**src/rtl/decode_pkg.sv**
```systemverilog
// Shared constants and the ID/EX payload type for the pipelined MIPS decode stage.
package decode_pkg;

    localparam logic [5:0] OP_RTYPE = 6'h00;
    localparam logic [5:0] OP_BEQ   = 6'h04;
    localparam logic [5:0] OP_ADDI  = 6'h08;
    localparam logic [5:0] OP_LW    = 6'h23;
    localparam logic [5:0] OP_SW    = 6'h2B;

    localparam int unsigned INSTR_W = 32;
    localparam int unsigned OP_LSB  = 26;
    localparam int unsigned RS_LSB  = 21;
    localparam int unsigned RT_LSB  = 16;
    localparam int unsigned RD_LSB  = 11;
    localparam int unsigned IMM_W   = 16;

    // Payload fields are sized for the widest supported build; narrower builds zero-pad.
    localparam int unsigned MAX_DATA_W = 64;
    localparam int unsigned MAX_AW     = 8;

    typedef struct packed {
        logic [MAX_DATA_W-1:0] rd_data1;
        logic [MAX_DATA_W-1:0] rd_data2;
        logic [MAX_DATA_W-1:0] imm_ext;
        logic [MAX_AW-1:0]     wr_addr;
        logic [INSTR_W-1:0]    instr;
    } id_ex_t;

endpackage

```
**src/rtl/pipelined_decode_reg_file.sv**
```systemverilog
// Two-read/one-write register file with hardwired zero register and optional WB forwarding.
module reg_file_bypass #(
    parameter int unsigned DATA_W    = 32,
    parameter int unsigned REG_CNT   = 32,
    parameter bit          BYPASS_EN = 1'b1,
    localparam int unsigned AW       = $clog2(REG_CNT)
) (
    input  logic              clk,
    input  logic              rst_n,
    input  logic              wr_en,
    input  logic [AW-1:0]     wr_addr,
    input  logic [DATA_W-1:0] wr_data,
    input  logic [AW-1:0]     rd_addr1,
    output logic [DATA_W-1:0] rd_data1,
    input  logic [AW-1:0]     rd_addr2,
    output logic [DATA_W-1:0] rd_data2
);

    logic [DATA_W-1:0] mem_q [REG_CNT];

    always_ff @(posedge clk or negedge rst_n) begin
        if (!rst_n) begin
            for (int i = 0; i < int'(REG_CNT); i++) begin
                mem_q[i] <= '0;
            end
        end else if (wr_en && (wr_addr != '0)) begin
            mem_q[wr_addr] <= wr_data;
        end
    end

    always_comb begin
        rd_data1 = mem_q[rd_addr1];
        rd_data2 = mem_q[rd_addr2];
        if (BYPASS_EN && wr_en && (wr_addr == rd_addr1)) rd_data1 = wr_data;
        if (BYPASS_EN && wr_en && (wr_addr == rd_addr2)) rd_data2 = wr_data;
        // Index 0 wins over forwarding so a WB to r0 never leaks through.
        if (rd_addr1 == '0) rd_data1 = '0;
        if (rd_addr2 == '0) rd_data2 = '0;
    end

endmodule

```
**src/rtl/pipelined_decode.sv**
```systemverilog
// Registered MIPS ID stage: register read, immediate extension, load-use stall and ID/EX handshake.
module pipelined_decode
    import decode_pkg::*;
#(
    parameter int unsigned DATA_W    = 32,
    parameter int unsigned REG_CNT   = 32,
    parameter bit          BYPASS_EN = 1'b1,
    localparam int unsigned AW       = $clog2(REG_CNT)
) (
    input  logic              clk,
    input  logic              rst_n,
    input  logic              in_valid,
    output logic              in_ready,
    input  logic [31:0]       instruction,
    input  logic              reg_dst,
    input  logic              ext_zero,
    input  logic              flush,
    input  logic              wb_en,
    input  logic [AW-1:0]     wb_addr,
    input  logic [DATA_W-1:0] wb_data,
    output logic              out_valid,
    input  logic              out_ready,
    output logic [DATA_W-1:0] rd_data1,
    output logic [DATA_W-1:0] rd_data2,
    output logic [DATA_W-1:0] imm_ext,
    output logic [AW-1:0]     wr_addr,
    output logic [31:0]       out_instr
);

    logic [AW-1:0]     rs_idx, rt_idx, rd_idx, wr_sel;
    logic [DATA_W-1:0] rf_rd1, rf_rd2, imm_val;
    logic              imm_sign, ld_stall, fire_in, fire_out;

    id_ex_t        id_ex_q, id_ex_d;
    logic          out_valid_q, out_valid_d;
    logic          ld_pend_q, ld_pend_d;
    logic [AW-1:0] ld_rt_q, ld_rt_d;
    logic          unused_id_ex;

    assign rs_idx   = instruction[RS_LSB +: AW];
    assign rt_idx   = instruction[RT_LSB +: AW];
    assign rd_idx   = instruction[RD_LSB +: AW];
    assign wr_sel   = reg_dst ? rd_idx : rt_idx;
    assign imm_sign = instruction[IMM_W-1] & ~ext_zero;

    if (DATA_W > IMM_W) begin : g_imm_wide
        assign imm_val = {{(DATA_W - IMM_W){imm_sign}}, instruction[IMM_W-1:0]};
    end else begin : g_imm_narrow
        assign imm_val = instruction[DATA_W-1:0];
    end

    reg_file_bypass #(
        .DATA_W    (DATA_W),
        .REG_CNT   (REG_CNT),
        .BYPASS_EN (BYPASS_EN)
    ) u_reg_file (
        .clk      (clk),
        .rst_n    (rst_n),
        .wr_en    (wb_en),
        .wr_addr  (wb_addr),
        .wr_data  (wb_data),
        .rd_addr1 (rs_idx),
        .rd_data1 (rf_rd1),
        .rd_addr2 (rt_idx),
        .rd_data2 (rf_rd2)
    );

    // Stall term excludes in_valid so in_ready never depends on it; fire_in masks it anyway.
    assign ld_stall = ld_pend_q & (ld_rt_q != '0) & ((ld_rt_q == rs_idx) | (ld_rt_q == rt_idx));
    assign in_ready = (~out_valid_q | out_ready) & ~ld_stall & ~flush;
    assign fire_in  = in_valid & in_ready;
    assign fire_out = out_valid_q & out_ready;

    always_comb begin
        out_valid_d = out_valid_q;
        id_ex_d     = id_ex_q;
        ld_pend_d   = 1'b0;
        ld_rt_d     = ld_rt_q;
        if (flush) begin
            out_valid_d = 1'b0;
        end else begin
            if (fire_out && (id_ex_q.instr[OP_LSB +: 6] == OP_LW)) begin
                ld_pend_d = 1'b1;
                ld_rt_d   = id_ex_q.instr[RT_LSB +: AW];
            end
            if (fire_in) begin
                out_valid_d      = 1'b1;
                id_ex_d.rd_data1 = MAX_DATA_W'(rf_rd1);
                id_ex_d.rd_data2 = MAX_DATA_W'(rf_rd2);
                id_ex_d.imm_ext  = MAX_DATA_W'(imm_val);
                id_ex_d.wr_addr  = MAX_AW'(wr_sel);
                id_ex_d.instr    = instruction;
            end else if (fire_out) begin
                out_valid_d = 1'b0;
            end
        end
    end

    always_ff @(posedge clk or negedge rst_n) begin
        if (!rst_n) begin
            out_valid_q <= 1'b0;
            id_ex_q     <= '0;
            ld_pend_q   <= 1'b0;
            ld_rt_q     <= '0;
        end else begin
            out_valid_q <= out_valid_d;
            id_ex_q     <= id_ex_d;
            ld_pend_q   <= ld_pend_d;
            ld_rt_q     <= ld_rt_d;
        end
    end

    assign out_valid    = out_valid_q;
    assign rd_data1     = id_ex_q.rd_data1[DATA_W-1:0];
    assign rd_data2     = id_ex_q.rd_data2[DATA_W-1:0];
    assign imm_ext      = id_ex_q.imm_ext[DATA_W-1:0];
    assign wr_addr      = id_ex_q.wr_addr[AW-1:0];
    assign out_instr    = id_ex_q.instr;
    assign unused_id_ex = ^id_ex_q;

endmodule
```
**config.mk**
```make
export PLATFORM = sky130hd
export DESIGN_NAME = pipelined_decode
export DESIGN_NICKNAME = d
export VERILOG_FILES = /design/src/rtl/decode_pkg.sv /design/src/rtl/pipelined_decode_reg_file.sv /design/src/rtl/pipelined_decode.sv
export SDC_FILE = /design/constraint.sdc
export NUM_CORES = 2
export LEC_CHECK = 0
export CAP_MARGIN = 20
export CORE_MARGIN = 5
export CORE_UTILIZATION = 38
export DETAILED_ROUTE_END_ITERATION = 10
export GPL_TIMING_DRIVEN = 0
export SYNTH_ARGS = -nofsm -noshare
export SYNTH_HDL_FRONTEND = slang
export SYNTH_SLANG_ARGS = --single-unit
```
**constraint.sdc**
```tcl
create_clock -name clk -period 1.95 [get_ports clk]
set_input_delay 0.2925 -clock clk [delete_from_list [all_inputs] [get_ports clk]]
set_output_delay 0.2925 -clock clk [all_outputs]
set_load 0.05 [all_outputs]
```
* Yosys cells after proc, flatten, opt, wreduce, memory -nomap -nowiden
Index checks and enable logic that the tools add are counted.
W data, S select, Z words.
** Word-level totals
- Input bits :: 77
- Register bits :: 1149
- Output and inout bits :: 135
** Cells by class
- Bitwise gates (word level) :: 16
- Equality and inequality tests :: 5
- Multiplexer cells :: 19
- Magnitude comparators :: 4
- Reductions and logical operators :: 12
** Operators by type and width (count)
- $bwmux W1024 :: 1
- $bmux W32 S5 :: 2
- $mux W32 :: 9
- $demux W32 S5 :: 1
- $eq A5 B5 Y1 :: 4
- $ge A6 B6 Y1 const B :: 3
- $not A5 Y6 :: 3
- $logic_not A5 Y1 :: 2
- $reduce_bool A5 Y1 :: 2
- $and A1 B1 Y1 :: 7
- $eq A6 B6 Y1 const B :: 1
- $lt A6 B1 Y1 const B :: 1
- $logic_and A1 B1 Y1 :: 5
- $mux W1 :: 5
- $mux W5 :: 1
- $not A1 Y1 :: 4
- $reduce_and A2 Y1 :: 2
- $reduce_bool A3 Y1 :: 1
- $or A1 B1 Y1 :: 2

* Longest topological paths before layout
- Depth in word-level cells :: 9
- Depth in mapped cells :: 11

* Modules after synthesis
From an unflattened synthesis, not the netlist that was laid out.
** Second synthesis, totals
- Cells, all modules :: 4085
- Area total of the unflattened synthesis :: 59627.2 sq um
** By module, submodules not included
- reg_file_bypass :: area each 54800.1 sq um, times used 1, cells an instance 3792
- pipelined_decode :: area each 4827.1 sq um, times used 1, cells an instance 293

* Worst setup path after synthesis
Ideal clock, no wire load.
- Path type :: input to register
- Start point :: input instruction[23]
- End point :: register id_ex_q, in the netlist rd_data1[10]
- Data required time :: 1.824 ns
- Cell stages on the path :: 8
- Arrival :: 2.610 ns
- Slack :: -0.786 ns
- Library setup time :: 0.126 ns
- Cells stage by stage :: clkbuf_1 clkbuf_1 buf_1 mux4_2 mux4_2 mux2_2 and3_1 a221o_1
** On the way
- Cells in the longest elaborated chain, start to end :: 8
- Elaborated cells between the ends (all ways) :: 17
- Classes of those cells :: eq/ne: 2; mux: 5; bitwise: 7; reduce/logical: 3
** Ends and longest elaborated chain
- start, declared :: RTL line pipelined_decode.sv:14 : input logic [31:0] instruction,
- branches (longest 8 deep; another with $bmux W32 S5)
- end signal, assigned :: RTL line pipelined_decode.sv:107 : id_ex_q <= id_ex_d;
- end, declared :: RTL line pipelined_decode.sv:34 : id_ex_t id_ex_q, id_ex_d;
Parallel ways; which one is timed is not known. The select of a mux whose other input is x is not followed.
A chain may end at the register's enable or synchronous reset.

* Worst setup path in the final report
- Start point :: input instruction[22]
- End point :: register id_ex_q, in the netlist rd_data1[20]
The elaborated chain is that of the path after synthesis.

==> flow_metrics.tcl <==
set metrics [dict create \
    cts_buffer_depth 3 \
    cp.required_ns 2.64 \
    period_share 1.25 \
    grt_util_met1 0.357 \
    finalSetupViolCount 240 \
    syn_area_mm2 0.0585 \
    die_area_mm2 0.162 \
    final_cell_mix "1127 x dfrtp_1, 998 x mux2_2, 576 x mux4_2" \
    crit_path_start_kind "primary input" \
    cts_tree "done" \
    grt_use_met2 0.403 \
    die_w_um 402 \
    setup_ws_ns -0.487 \
    io_pins 212 \
    fmax_mhz 410 \
    seqCellArea_mm2 0.0284 \
    areaGrowthSynthToFinish_pct 21.1 \
    cts_sinks 1133 \
    cts-buffers-inserted 121 \
    place_ws_ns -2.56 \
    vias 39532 \
    drive_above_1_share 0.567 \
    wl_um 217000 \
    fin_worst_skew_ns 0.0352 \
    rsz0062_at_grt "true" \
    overflow 0 \
    drc 0 \
    period_needed_ns 2.44 \
    synth_cell_types 38 \
    violations "negative hold slack, negative setup slack" \
    irDropWorstVdd_uv 816 \
    power_uw 72800 \
    fin_area_mm2 0.0709 \
    core.rowCount 144 \
    tns_ns -29.26 \
    grt-busiest-layer "met2" \
    ant_nets 0 \
    grt_pass1_wl_um 304000 \
    yosysWarnings 0 \
    hold_viol 137 \
    multiInputGateArea_mm2 0.0290 \
    initial_core_util 0.381 \
    status "complete, but fails checks" \
    cap_viol_max_count 0 \
    syn_avg_cell_area_um2 15.3 \
    portBuffers 198 \
    cts.reportedPaths.clkPinSlew_ns 0.06 \
    post_drt_wl_per_cell_um 33.9 \
    cp_max_fo 10 \
    tightestPinTransition_ns 1.28 \
    slew_headroom 0.148 \
    hold_class "in -> async" \
    final_nets 4339 \
    synthCells 3830 \
    p_per_area_mw_per_mm2 1030 \
    final_common_cell "dfrtp_1" \
    vias_per_cell 6.17 \
    grt_pass1_vias 39932 \
    placed_area_mm2 0.0645 \
    core_mm2 0.154 \
    yosysSeqAreaShare 0.484 \
    grt_use_total 0.262 \
    firstDrtPassIters 6 \
    chipHeight_um 402 \
    fillers 13510 \
    crit_arrival_ns 3.13 \
    cp-end-kind "register" \
    clk_latency_ns 0.77 \
    ys_ff_latch 1133 \
    grt_max_degree 180 \
    place_congestion 0.898 \
    antenna_found_initial 6 \
    leakagePower_uw 0.0305 \
    whs_ns -0.519 \
    slew_viol_final 0 \
    drtIter0Drc 4198 \
    htree_levels 3 \
    syn_nets 3907 \
    place_hpwl_um 152000 \
    globalRouteMet3Util 0.0644 \
    path_class "in -> reg" \
    root_buffer "clkbuf_16" \
]
worst max-delay path, cell delays in order:
cell and delay, ns:
clkbuf_4 0.35, buf_4 0.46, nor3_1 0.12, a21oi_1 0.77
clkbuf_2 0.63, and3_4 0.31, a221o_1 0.11
synth_stat cells:
library cell | n | area share
or2_2 | 2 | 0.00021
clkbuf_1 | 322 | 0.021
xnor2_1 | 14 | 0.0021
a32o_1 | 1 | 0.00017
buf_1 | 57 | 0.0037
mux4_2 | 576 | 0.22
nand2_1 | 175 | 0.011
inv_1 | 2 | 0.00013
nor3_1 | 36 | 0.0031
xor2_1 | 6 | 0.00090
o22ai_1 | 63 | 0.0067
nor2_1 | 21 | 0.0013
nand3_1 | 9 | 0.00077
dfrtp_1 | 1133 | 0.48
a31oi_1 | 1 | 0.00011
mux2i_1 | 39 | 0.0067
a221o_1 | 31 | 0.0053
a211o_1 | 32 | 0.0048
nand2b_1 | 4 | 0.00043
a21oi_1 | 34 | 0.0029
and3_1 | 34 | 0.0036
nor2b_1 | 33 | 0.0035
buf_6 | 3 | 0.00058
a21boi_0 | 1 | 0.00013
a211oi_1 | 32 | 0.0041
buf_4 | 39 | 0.0050
or3b_2 | 2 | 0.00030
o211ai_1 | 1 | 0.00013
nor4_1 | 3 | 0.00032
nor4_2 | 1 | 0.00021
a311oi_1 | 1 | 0.00015
nor3b_1 | 3 | 0.00038
nand3b_1 | 7 | 0.00090
mux2_2 | 1014 | 0.20
o21ai_0 | 53 | 0.0045
a31o_2 | 1 | 0.00015
buf_2 | 43 | 0.0037
and3b_1 | 1 | 0.00015
worst paths after layout:
kind / startpoint / to / slack, ns / cells after the start
setup / recovery: instruction[22] / rd_data1[20] / -0.49 / 7
hold / removal: rst_n / out_instr[1] / -0.52 / 1
setup reg to reg: ld_rt_q[3] / rd_data1[15] / -0.40 / 10
hold reg to reg: u_reg_file.mem_q[993] / u_reg_file.mem_q[993] / 0.47 / 1
max in group asynchronous: rst_n / u_reg_file.mem_q[233] / 0.58 / 3
min in group clk: instruction[30] / out_instr[30] / 0.07 / 3
sequential cells by signal, indices dropped and copies added, names as in the netlist:
register,flops
u_reg_file.mem_q,1024
out_instr,32
rd_data1,32
rd_data2,32
ld_rt_q,5
wr_addr,5
imm_ext,1
ld_pend_q,1
out_valid,1
repair_timing:
| item | CTS | global route |
|---|---|---|
| hold endpoints to repair | 137 | 137 |
| setup endpoints to repair | 1098 | 695 |
| buffers inserted | 27 | 45 |
| pin swaps | 7 | 76 |
| cloned | 0 | 8 |
| gates resized for setup | 784 | 308 |
cell type report:
type                    count  share of cell area
clock inverters            25             0.00535
diodes                      4            0.000141
well taps                2044              0.0361
multi-input cells        2231               0.409
clock buffers             190              0.0510
inverters                   2            0.000106
flip-flops and latches   1133               0.400
repair buffers            316              0.0510
plain buffers             457              0.0472
logic make-up (layout without fill, tap and decap cells):
group | Yosys count | in the layout | synth area share
buf+inv | 466 | 990 | 0.0337
compound gates | 251 | 251 | 0.0292
other cells | 0 | 4 | 0
simple gates | 331 | 331 | 0.0265
xor+xnor | 20 | 20 | 0.00299
mux | 1629 | 1629 | 0.423
flops | 1133 | 1133 | 0.484
metal layers:
layer	share of wire	vias to the layer above	wire length, µm
met1	0.40	21608	87800
met4	0.046	2	9980
met2	0.46	1855	99700
met5	0.000055	-	12
met3	0.091	452	19700
li1	-	15615	-
power breakdown:
group          leakage, µW  switching (µW)  internal (µW)
sequential          0.0145            3210          28000
combinational       0.0140            8200           9690
clock              0.00196           10000          13700
per-stage QoR:
stage,cells,util
final,6402,0.461
after CTS,6350,0.453
after global placement,6072,0.415
after detailed placement,6110,0.420
after global routing,6399,0.461
after floorplan,3830,-
Note: power is estimated with default switching activity, not from simulation.
